File: config.mk
export PLATFORM = sky130hd
export DESIGN_NAME = pipeline_output_fifo
export DESIGN_NICKNAME = d
export VERILOG_FILES = /design/src/rtl/pipeline_fifo_pkg.sv /design/src/rtl/fifo_mem.sv /design/src/rtl/pipeline_output_fifo.sv
export SDC_FILE = /design/constraint.sdc
export NUM_CORES = 1
export LEC_CHECK = 0
export BUFFER_PORTS_ARGS = -buffer_cell sky130_fd_sc_hd__clkbuf_2
export CORE_MARGIN = 2
export CORE_UTILIZATION = 45
export DETAILED_ROUTE_END_ITERATION = 12
export MAX_ROUTING_LAYER = met4
export PLACE_DENSITY = 0.65
export SLEW_MARGIN = 20
export SYNTH_ARGS = -nofsm -noshare
export SYNTH_HDL_FRONTEND = slang
export SYNTH_SLANG_ARGS = --single-unit
File: constraint.sdc
create_clock -name clk -period 6.75 [get_ports clk]
set_input_delay 0.675 -clock clk [delete_from_list [all_inputs] [get_ports clk]]
set_output_delay 0.675 -clock clk [all_outputs]
set_load 0.02 [all_outputs]
File: src/rtl/pipeline_fifo_pkg.sv
// Shared constants and helpers for the pipeline output FIFO.
// Combinational only (no latency, no flow control of its own).
package pipeline_fifo_pkg;

  localparam int          DROP_CNT_W   = 16;
  localparam logic [15:0] DROP_CNT_MAX = 16'hFFFF;

  // Occupancy counter width: must be able to hold the value DEPTH itself.
  function automatic int cnt_w(input int depth);
    return $clog2(depth + 1);
  endfunction

endpackage

File: src/rtl/fifo_mem.sv
// WIDTH x DEPTH storage, one synchronous write port and one asynchronous read port; not reset.
// Write lands at the clock edge, read is combinational; no backpressure (the caller gates wr_en).
module fifo_mem #(
  parameter int WIDTH = 32,
  parameter int DEPTH = 4,
  parameter int AW    = $clog2(DEPTH)
) (
  input  logic             clk,
  input  logic             wr_en,
  input  logic [AW-1:0]    wr_addr,
  input  logic [WIDTH-1:0] wr_data,
  input  logic [AW-1:0]    rd_addr,
  output logic [WIDTH-1:0] rd_data
);

  logic [WIDTH-1:0] mem [DEPTH];

  always_ff @(posedge clk) begin
    if (wr_en) mem[wr_addr] <= wr_data;
  end

  assign rd_data = mem[rd_addr];

endmodule

File: src/rtl/pipeline_output_fifo.sv
// FWFT buffer behind a valid-only pipeline: a push is visible one cycle later, with no bypass.
// The producer gets almost_full as its throttle; pushes into a full FIFO with no pop are dropped and counted.
module pipeline_output_fifo
  import pipeline_fifo_pkg::*;
#(
  parameter int WIDTH = 32,
  parameter int DEPTH = 4,
  parameter int SLACK = 1
) (
  input  logic                     clk,
  input  logic                     rst,
  input  logic [WIDTH-1:0]         in_data,
  input  logic                     in_valid,
  output logic [WIDTH-1:0]         out_data,
  output logic                     out_valid,
  input  logic                     out_ready,
  output logic [cnt_w(DEPTH)-1:0]  count,
  output logic                     almost_full,
  output logic                     overflow,
  output logic [DROP_CNT_W-1:0]    drop_count,
  input  logic                     clear_overflow
);

  localparam int            AW       = $clog2(DEPTH);
  localparam int            CW       = cnt_w(DEPTH);
  localparam logic [CW-1:0] FULL_CNT = CW'(DEPTH);
  localparam logic [CW-1:0] AF_CNT   = CW'(DEPTH - SLACK);

  logic [AW-1:0] wr_ptr;
  logic [AW-1:0] rd_ptr;
  logic          full;
  logic          pop;
  logic          push;
  logic          drop;

  // Flags decode from the registered count only, so no input reaches an output combinationally.
  assign full        = (count == FULL_CNT);
  assign out_valid   = (count != '0);
  assign almost_full = (count >= AF_CNT);

  // A pop in the same cycle frees the slot, so a push into a full FIFO is still accepted.
  assign pop  = out_valid & out_ready;
  assign push = in_valid & (~full | pop);
  assign drop = in_valid & full & ~pop;

  always_ff @(posedge clk or negedge rst) begin
    if (!rst) begin
      wr_ptr <= '0;
      rd_ptr <= '0;
      count  <= '0;
    end else begin
      if (push) wr_ptr <= wr_ptr + AW'(1);
      if (pop)  rd_ptr <= rd_ptr + AW'(1);
      case ({push, pop})
        2'b10:   count <= count + CW'(1);
        2'b01:   count <= count - CW'(1);
        default: count <= count;
      endcase
    end
  end

  // A drop coinciding with a clear wins and restarts the count at one.
  always_ff @(posedge clk or negedge rst) begin
    if (!rst) begin
      overflow   <= 1'b0;
      drop_count <= '0;
    end else if (drop) begin
      overflow <= 1'b1;
      if (clear_overflow)                  drop_count <= DROP_CNT_W'(1);
      else if (drop_count != DROP_CNT_MAX) drop_count <= drop_count + DROP_CNT_W'(1);
    end else if (clear_overflow) begin
      overflow   <= 1'b0;
      drop_count <= '0;
    end
  end

  fifo_mem #(
    .WIDTH (WIDTH),
    .DEPTH (DEPTH),
    .AW    (AW)
  ) u_mem (
    .clk     (clk),
    .wr_en   (push),
    .wr_addr (wr_ptr),
    .wr_data (in_data),
    .rd_addr (rd_ptr),
    .rd_data (out_data)
  );

endmodule

==> results.md, run 1 <==
* Detailed Route WL at around 11000 µm
* Clk_skew at approximately 0.008 ns
* Worst setup path class: reg -> out
* Sequential power share at 0.431
* Die height at approximately 120 µm
* Gr ovfl total at 0
* CTS tree: yes
* Post-place setup slack at 4.237 ns
* FP Rows at 42
* Initial core utilization at 0.4574
* Clock Root Buffer: clkbuf_16
* Yosys reg bits at between 150 and 200
* I/O pins at just over 90
* Max VDD drop at approximately 0.00023 V
* CP arrival at approximately 2.1 ns
* Leak at 2.586 nW
* CP peak stage delay at 0.62 ns
* Min Tclk post-route at 2.782 ns
* R2r worst-path depth at 4
* Core Box Area at about 13000 µm²
* Most frequent cells in the layout: edfxtp_1 (128), clkbuf_2 (90), mux4_2 (32)
* Seq/Total Area, Yosys at 0.7395
* Critical path cell sequence: buf_4 > mux4_2 > clkbuf_2
* Antenna Nets Post-Route at 0
* Critical Path RT at 6.07 ns
* Hold Buf Count CTS at 0
* Setup ws final at between 3 and 4 ns
* Post-CTS sizing at 0
* Endpoint class of the critical path: primary output
* Initial antenna violation count at 0
* Via/cell ratio at 5.326
* Diodes inserted at 0
* Final GP Congestion at 0.8216
* TritonCTS Buffers at 17
* Clock latency on the worst-skew pair at around 0.42 ns
* Area grow syn2layout at 19.49%
* Switching share of total power at 0.3121
* Setup-failing EPs final at 0
* Largest net degree at the start of global routing at 35
* Worst Path Buf+Inv at 2
* Clock Tree Buf Depth at 2
* Port Buffers at 90
* Slew @ Worst Pin at a little under 0.9 ns
* Fmax at ~360 MHz
* Commonest non-fill, non-tap cell in the layout: edfxtp_1
* Number of synthesized flops with an enable pin at about 130
* Top FF cell, synth: edfxtp_1
* Hold/Removal Path Class: in -> async
* Synth warn at 0
* GRT Resource Usage Total at 0.1728
* Max_cap viols at 0
* Clk pin slew, worst setup/hold paths at ~0.06 ns
* TritonRoute pass-1 iters at 6
* Crit-path slowest cell: mux4_2
* Clk sinks at 152
* Mapped Area at between 6000 and 7000 µm²
* Switching power at around 960 µW
* Worst-path fanout max at 34
* Layout cells sized above 1 at 0.3732
* Starting DRT DRC Count at around 320
* Unrepaired setup endpoints after global routing: false
* Cells after Synth at 318
* Outcome: complete, no violations
* Slew HR at 0.4172
* Distinct cells, synth at between 40 and 50
* Logic pwr share at 0.283
* Global-route wire length before repair at about 18000 µm
* Die width at between 100 and 150 µm
* Full die area at between 10000 and 15000 µm²
* R2r endpoint: drop_count[11]
* Cell internal pwr at roughly 2.1 mW
* CP delay by family, top: buffers and inverters
* FF-to-FF Start: count[1]
* Clock power frac at 0.286
* Startpoint Class: flop
* Tcrit/Tclk final at 0.4121
* Ys async rst share at 0.1579
* Final Hold Viols at 0
* Nets at between 400 and 500
* H-tree levels at 4
* Mean Syn Cell Area at around 19 µm²
* Remaining DRCs at 0
* Dpl hpwl at between 6000 and 7000 µm
* Wire per inst at around 19 µm
* Post-CTS Setup Inserts at 0
* Vias in the first global route at roughly 3300
* Max-slew violations at 0
* Setup TNS at 0 ns
* R2R Setup Slk at around 4.6 ns
* Post-Syn Nets at ~360
* Power Density at around 430 nW/µm²
* Via count at approximately 3200
* Fillers at between 1000 and 1500
[layer usage]
metal	track usage	part of all wire
met5	-	0
met4	0.05956	0.014
met3	0.05894	0.051
met2	0.2557	0.49
met1	0.2263	0.45
[worst max path at each step]
stage,start,end,cells after the start
2_1_floorplan,rd_ptr[0],out_data[23],3
3_3_place_gp,out_ready,drop_count[15],5
3_5_place_dp,out_ready,drop_count[15],5
4_1_cts,rd_ptr[0],out_data[2],3
5_1_grt,rd_ptr[0],out_data[0],3
6_report,rd_ptr[0],out_data[2],3
[metrics by stage]
step / util / cell area, µm² / hold WS (ns) / std cells / power [mW]
detailed placement: 0.5050 / 6635 / 0.5216 / 570 / 2.236
CTS: 0.5466 / 7181 / 0.2683 / 602 / 3.117
finish: 0.5466 / 7181 / 0.2554 / 602 / 3.070
global placement: 0.5050 / 6635 / 0.5184 / 570 / 2.216
global route: 0.5466 / 7181 / 0.3070 / 602 / 3.216
floorplan: - / 6010 / 0.3794 / 318 / 1.939
[cells in the mapped netlist, types with 2 or more instances]
library cell / instances / area, µm²
edfxtp_1: 128 / 3844
mux4_2: 32 / 720.7
dfrtp_1: 24 / 600.6
nand3_1: 12 / 60.06
clkbuf_1: 10 / 37.54
inv_1: 10 / 37.54
xnor2_1: 10 / 87.58
a21oi_1: 9 / 45.04
nand2_1: 6 / 22.52
nor2_1: 6 / 22.52
o21ai_0: 6 / 30.03
a31oi_1: 5 / 31.28
and3_1: 5 / 31.28
ha_1: 5 / 62.56
nor4_1: 5 / 31.28
nor3_1: 4 / 20.02
buf_2: 3 / 15.01
a311oi_1: 2 / 17.52
and2_1: 2 / 12.51
buf_1: 2 / 7.510
mux2_2: 2 / 22.52
nand4_1: 2 / 12.51
nor2b_1: 2 / 12.51
o211ai_1: 2 / 15.01
o31ai_1: 2 / 15.01
or3_1: 2 / 12.51
or4_1: 2 / 15.01
xor2_1: 2 / 17.52
[logic make-up (layout without fill, tap and decap cells)]
logic type / count (synthesis) / count (layout) / synth area share
fa+ha+maj: 6 / 6 / 0.01374
flops: 152 / 152 / 0.7395
xor+xnor: 12 / 12 / 0.01749
mux: 35 / 35 / 0.1253
simple gates: 55 / 55 / 0.05247
compound gates: 33 / 33 / 0.03519
buf+inv: 25 / 133 / 0.01624
[power groups by stage]
stage | Clock, mW | Sequential, mW | Combinational [mW]
floorplan | 0 | 1.29 | 0.648
global placement | 0 | 1.33 | 0.883
detailed placement | 0 | 1.34 | 0.892
CTS | 0.896 | 1.33 | 0.895
global route | 0.935 | 1.34 | 0.940
finish | 0.878 | 1.32 | 0.870
[layout make-up]
type	count	area, µm²	area share
repair buffers	91	457.9	0.06377
flip-flops and latches	152	4447	0.6193
well taps	176	220.2	0.03067
multi-input cells	141	1473	0.2051
clock buffers	20	436.7	0.06081
inverters	10	37.54	0.005227
clock inverters	12	108.9	0.01516
[registers in the layout, indices dropped and copies added (netlist names)]
register    count
wr_ptr          2
count           3
drop_count     16
overflow        1
rd_ptr          2
u_mem.mem     128
Note: power is estimated with default switching activity, not from simulation.
==> inputs of run 2 (changes only) <==
==> constraint.sdc (replaced) <==
create_clock -name clk -period 2.6 [get_ports clk]
set_input_delay 0.26 -clock clk [delete_from_list [all_inputs] [get_ports clk]]
set_output_delay 0.26 -clock clk [all_outputs]
set_load 0.02 [all_outputs]
==> run 2 against run 1 <==
Die area did not move. Cell count rose by 0.33%. Highest routed layer unchanged. Clock power rose to 2.8 times the previous value. Count of clock-buffer cells in the layout fell by 1. Critical endpoint is now out_data[0]. Combinational power rose to 2.6 times the previous value. Sequential power rose to 2.6 times the previous value. Largest cell class unchanged. Power rose to 2.7 times the previous value.
==> results.md, run 2 (synthesized netlist as in run 1, its figures left out) <==
* R2r worst-path depth at 4 (unchanged)
* CP delay by family, top: flip-flops (was buffers and inverters)
* Hold depth at 1
* Most frequent cells in the layout: edfxtp_1 (128), clkbuf_2 (90), mux4_2 (32) (unchanged)
* Largest net degree at the start of global routing at 33 (was 35)
* Hold Buf Count CTS at 1 (was 0)
* R2R Setup Slk at 0.42 ns (was 4.56 ns)
* Clk pin slew, worst setup/hold paths at 0.06 ns (about the same)
* Largest register by flop count: u_mem.mem (unchanged)
* GRT Resource Usage Total at 0.1702 (was 0.1728)
* Slew HR at 0.4185 (was 0.4172)
* Max_cap viols at 0 (unchanged)
* Starting DRT DRC Count at 308 (was 318)
* FP Rows at 42 (unchanged)
* Final Hold Viols at 0 (unchanged)
* Global-route wire length before repair at 17510 µm (was 17690 µm)
* Hold worst-path end: u_mem.mem[3][22]
* Dpl hpwl at 6963 µm (was 6767 µm)
* H-tree levels at 4 (unchanged)
* Worst Path Buf+Inv at 2 (unchanged)
* FF-to-FF Start: count[1] (unchanged)
* Vias in the first global route at 3287 (was 3329)
* Via count at 3198 (was 3206)
* Detailed Route WL at 11060 µm (was 11180 µm)
* Worst setup path class: reg -> out (unchanged)
* M1 GR Usage at 0.2232 (was 0.2263)
* Fillers at 1055 (was 1062)
* Post-Layout Cell Count at 604 (was 602)
* CP arrival at 2.02 ns (was 2.11 ns)
* Area grow syn2layout at 20.65% (was 19.49%)
* Nets at 458 (was 456)
* Antenna Nets Post-Route at 0 (unchanged)
* TritonRoute pass-1 iters at 4 (was 6)
* Tcrit/Tclk final at 0.8767
* Max-slew violations at 0 (unchanged)
* Clk_skew at 0.006350 ns (was 0.007985 ns)
* Post-Route Utilization at 0.5519 (was 0.5466)
* Port Buffers at 90 (unchanged)
* Setup-failing EPs final at 0 (unchanged)
* Critical Path RT at 2.34 ns (was 6.07 ns)
* GRT busiest layer: met2 (unchanged)
* Via/cell ratio at 5.295 (was 5.326)
* CTS tree: yes (unchanged)
* Remaining DRCs at 0 (unchanged)
* Startpoint Class: flop (unchanged)
* Clk sinks at 152 (unchanged)
* Initial antenna violation count at 0 (unchanged)
* Layout cells sized above 1 at 0.3785 (was 0.3732)
* Min Tclk post-route at approximately 2.3 ns
* Placed cell count at 571 (was 570)
* Worst-path fanout max at 22 (was 34)
* Slew @ Worst Pin at 0.8722 ns (was 0.8742 ns)
* Final GP Congestion at 0.8001 (was 0.8216)
* CP peak stage delay at 0.76 ns (was 0.62 ns)
* Fmax at around 440 MHz
* Setup TNS at 0 ns (unchanged)
* Max reg flops at 128 (unchanged)
* GR Util met3 at 0.04895 (was 0.05894)
* Wire per inst at 18.31 µm (was 18.57 µm)
* Max VDD drop at 0.0005057 V (was 0.0002308 V)
* Power Density at 1124 nW/µm² (was 427.5 nW/µm²)
* Die width at 119.6 µm (unchanged)
* Initial core utilization at 0.4574 (unchanged)
* Post-DP Area at 6655 µm² (was 6635 µm²)
* Met2 usage at 0.2557 (unchanged)
* Outcome: complete, no violations (unchanged)
* Crit-path slowest cell: dfrtp_2 (was mux4_2)
* R2r endpoint: drop_count[15] (was drop_count[11])
* Post-CTS sizing at 0 (unchanged)
* Leak at 2.621 nW (was 2.586 nW)
* Full die area at 14290 µm² (unchanged)
* Hold/Removal Path Class: in -> reg (was in -> async)
* Min-Delay Startpoint: in_data[22]
* Diodes inserted at 0 (unchanged)
* Final Cell Area at 7251 µm² (was 7181 µm²)
* TritonCTS Buffers at 17 (unchanged)
* Gr ovfl total at 0 (unchanged)
* Die height at 119.6 µm (unchanged)
* Endpoint class of the critical path: primary output (unchanged)
* Critical path cell sequence: buf_4 > mux4_2 > clkbuf_2 (unchanged)
* Post-CTS Setup Inserts at 0 (unchanged)
* Clock Tree Buf Depth at 2 (unchanged)
* Core Box Area at 13140 µm² (unchanged)
* Clock latency on the worst-skew pair at 0.41 ns (was 0.42 ns)
* Top Registers: u_mem.mem: 128 flops, drop_count: 16 flops, count: 3 flops (unchanged)
* Commonest non-fill, non-tap cell in the layout: edfxtp_1 (unchanged)
* I/O pins at 91 (unchanged)
* Unrepaired setup endpoints after global routing: false (unchanged)
* Clock Root Buffer: clkbuf_16 (unchanged)
run 2: cell count changes in the layout (fill, tap and decap cells not counted):
cell	change
buf_12	+1
dlygate4sd3_1	+1
clkinv_1	-1
clkinvlp_4	-1
clkinv_4	+2
bufinv_16	+1
clkbuf_1	-1
inv_6	+2
clkinv_2	-2
run 2: routing by layer:
metal  part of all wire  wire length [µm]
met1               0.46              5101
met2               0.48              5295
met3              0.045               497
met4              0.015               163
met5                  0                 0
run 2: where the power goes:
group / switching (mW) / leakage (nW) / total (mW) / internal (mW)
Combinational: 1.33 / 0.847 / 2.29 / 0.963
Clock: 0.928 / 0.282 / 2.43 / 1.50
Sequential: 0.271 / 1.49 / 3.43 / 3.16
run 2: cell type report:
cell class	instances	area, µm²	share of cell area
Multi-Input combinational cell	141	1473	0.2031
Clock inverter	13	152.6	0.02105
Clock buffer	19	432.9	0.05971
Sequential cell	152	4447	0.6133
Tap cell	176	220.2	0.03037
Timing Repair Buffer	93	488.0	0.06730
Inverter	10	37.54	0.005177
run 2: through the flow:
step / total power, mW / setup WS [ns] / hold WS, ns
4_1_cts: 8.252 / 0.2663 / 0.04662
2_1_floorplan: 5.033 / 0.3335 / -0.03559
5_1_grt: 8.532 / 0.2068 / 0.04987
3_5_place_dp: 5.836 / 0.4403 / 0.3048
3_3_place_gp: 5.778 / 0.4848 / 0.2998
6_report: 8.153 / 0.3205 / 0.06687
run 2: how the worst max path moves through the flow:
stage               startpoint              end  slack (ns)  cells past startpoint
floorplan             count[2]  u_mem.mem[0][0]        0.33                      3
global placement      count[1]   drop_count[15]        0.48                      4
detailed placement    count[1]   drop_count[11]        0.44                      4
CTS                  rd_ptr[0]      out_data[2]        0.27                      3
global route         rd_ptr[0]      out_data[2]        0.21                      3
finish               rd_ptr[1]      out_data[0]        0.32                      3
run 2: worst reg2reg max path: cells and delay by family (launching register included):
kind            cells  cell delay [ns]
compound gates      1             0.16
flops               1             0.47
simple gates        3             1.47
==> inputs of run 3 (changes only) <==
--- a/config.mk
+++ b/config.mk
@@ -7,10 +7,10 @@
 export LEC_CHECK = 0
 export BUFFER_PORTS_ARGS = -buffer_cell sky130_fd_sc_hd__clkbuf_2
 export CORE_MARGIN = 2
-export CORE_UTILIZATION = 45
+export CORE_UTILIZATION = 50
 export DETAILED_ROUTE_END_ITERATION = 12
 export MAX_ROUTING_LAYER = met4
-export PLACE_DENSITY = 0.65
+export PLACE_DENSITY = 0.71
 export SLEW_MARGIN = 20
 export SYNTH_ARGS = -nofsm -noshare
 export SYNTH_HDL_FRONTEND = slang
==> run 3 against run 2 <==
Via count is 1.9% higher. Core utilization rose by 5.4 points. Register-to-register slack about the same. Critical path type unchanged.
==> results.md, run 3 (synthesized netlist as in run 1, its figures left out) <==
* GRT Resource Usage Total at 0.1887 (was 0.1702)
* Worst-path fanout max at 26 (was 22)
* TritonCTS Buffers at 17 (unchanged)
* Worst setup path class: reg -> out (unchanged)
* Gr ovfl total at 0 (unchanged)
* Diodes inserted at 0 (unchanged)
* Startpoint Class: flop (unchanged)
* Final Cell Area at 7192 µm² (was 7251 µm²)
* Fmax at 438.6 MHz (was 438.7 MHz)
* Die height at 113.6 µm (was 119.6 µm)
* Initial antenna violation count at 0 (unchanged)
* Crit path from: rd_ptr[0] (was rd_ptr[1])
* Full die area at 12910 µm² (was 14290 µm²)
* CP arrival at 2.02 ns (about the same)
* Final GP Congestion at 0.8213 (was 0.8001)
* Largest net degree at the start of global routing at 33 (unchanged)
* Outcome: complete, no violations (unchanged)
* Antenna Nets Post-Route at 0 (unchanged)
* Min Tclk post-route at 2.280 ns (about the same)
* Clk sinks at 152 (unchanged)
* FF-to-FF Start: count[1] (unchanged)
* Top Registers: u_mem.mem: 128 flops, drop_count: 16 flops, count: 3 flops (unchanged)
* Clk pin slew, worst setup/hold paths at 0.06 ns (about the same)
* I/O pins at 91 (unchanged)
* Remaining DRCs at 0 (unchanged)
* Vias in the first global route at 3353 (was 3287)
* Post-DP Area at 6630 µm² (was 6655 µm²)
* Most frequent cells in the layout: edfxtp_1 (128), clkbuf_2 (90), mux4_2 (32) (unchanged)
* H-tree levels at 4 (unchanged)
* Clk_skew at 0.01529 ns (was 0.006350 ns)
* TritonRoute pass-1 iters at 4 (unchanged)
* Clock Root Buffer: clkbuf_16 (unchanged)
* Setup-failing EPs final at 0 (unchanged)
* Post-CTS sizing at 0 (unchanged)
* Commonest non-fill, non-tap cell in the layout: edfxtp_1 (unchanged)
* Critical Path RT at 2.34 ns (about the same)
* Area grow syn2layout at 19.68% (was 20.65%)
* Slew @ Worst Pin at 0.8378 ns (was 0.8722 ns)
* Max-slew violations at 0 (unchanged)
* Clock Tree Buf Depth at 2 (unchanged)
* Power Density at 1116 nW/µm² (was 1124 nW/µm²)
* Final Hold Viols at 0 (unchanged)
* Detailed Route WL at 10980 µm (was 11060 µm)
* Slew HR at 0.4415 (was 0.4185)
* Wire per inst at 19.10 µm (was 18.31 µm)
* Initial core utilization at 0.5066 (was 0.4574)
* Core Box Area at 11860 µm² (was 13140 µm²)
* Min-Delay Startpoint: in_data[27] (was in_data[22])
* Tcrit/Tclk final at 0.8769 (was 0.8767)
* Nets at 458 (unchanged)
* Leak at 2.623 nW (was 2.621 nW)
* FP Rows at 40 (was 42)
* Unrepaired setup endpoints after global routing: false (unchanged)
* Via count at 3260 (was 3198)
* Global-route wire length before repair at 17440 µm (was 17510 µm)
* Max_cap viols at 0 (unchanged)
* Max VDD drop at 0.0006718 V (was 0.0005057 V)
* Port Buffers at 90 (unchanged)
* Die width at 113.6 µm (was 119.6 µm)
* Endpoint class of the critical path: primary output (unchanged)
* Layout cells sized above 1 at 0.3855 (was 0.3785)
* Dpl hpwl at 6792 µm (was 6963 µm)
* Setup TNS at 0 ns (unchanged)
* Max reg flops at 128 (unchanged)
* Hold/Removal Path Class: in -> reg (unchanged)
* Largest register by flop count: u_mem.mem (unchanged)
* Clock latency on the worst-skew pair at 0.41 ns (about the same)
* Via/cell ratio at 5.670 (was 5.295)
* Post-CTS Setup Inserts at 0 (unchanged)
* CTS tree: yes (unchanged)
* Starting DRT DRC Count at 250 (was 308)
-- run 3: changes by cell type in the layout (fill, tap and decap cells not counted) --
cell	before	now
dfrtp_2	2	1
dfrtp_1	22	23
buf_12	1	2
bufinv_16	3	1
clkbuf_1	2	1
buf_4	1	0
inv_6	2	4
clkinvlp_4	1	0
clkinv_1	4	1
clkinv_2	1	5
inv_8	0	1
-- run 3: routing by layer --
metal | GRT usage | wire, µm | vias up
met3 | 0.04995 | 614 | 8
met5 | - | 0 | -
met4 | 0.07073 | 125 | 0
li1 | - | - | 1487
met1 | 0.2492 | 4820 | 1656
met2 | 0.2866 | 5419 | 109
-- run 3: area by class of cell --
class                           count  area, µm²
Inverter                           10      37.54
Timing Repair Buffer               93      500.5
Clock inverter                     14      122.6
Fill cell                         845       4669
Tap cell                          147      183.9
Multi-Input combinational cell    141       1473
Sequential cell                   152       4446
Clock buffer                       18      429.2
-- run 3: repair_timing --
item,CTS,global route
hold buffers,1,0
setup endpoints to repair,0,0
endpoints found under the hold margin,24,0
-- run 3: stage by stage --
step                      power [mW]  setup slack, ns  hold WS (ns)  std cells  utilization
final                          8.026           0.3201       0.05989        575       0.6063
after global routing           8.403           0.2127       0.04674        575       0.6063
after CTS                      8.143           0.2678       0.04498        575       0.6063
after detailed placement       5.847           0.4202        0.3095        542       0.5590
after global placement         5.784           0.4839        0.2941        542       0.5590
after floorplan                5.033           0.3335      -0.03559        318            -
-- run 3: worst max-delay path, cell delays in order (launching register included) --
cell and delay, ns:
dfrtp_2 0.56, buf_12 0.28, mux4_2 0.58, clkbuf_2 0.18
-- run 3: power by group --
group          leakage (nW)  internal, mW  switching (mW)  total, mW
logic                 0.852         0.985            1.38       2.37
registers              1.49          3.16           0.229       3.39
clock network         0.278          1.32           0.949       2.27
total                  2.62          5.47            2.56       8.03
-- run 3: worst paths after layout --
kind	to	slack, ns	depth (start not counted)
max in group asynchronous	rd_ptr[0]	1.74	2
setup / recovery	out_data[0]	0.32	3
hold / removal	u_mem.mem[3][27]	0.06	1
min in group asynchronous	drop_count[14]	0.40	2
hold reg to reg	drop_count[9]	0.54	1
setup reg to reg	drop_count[15]	0.41	4
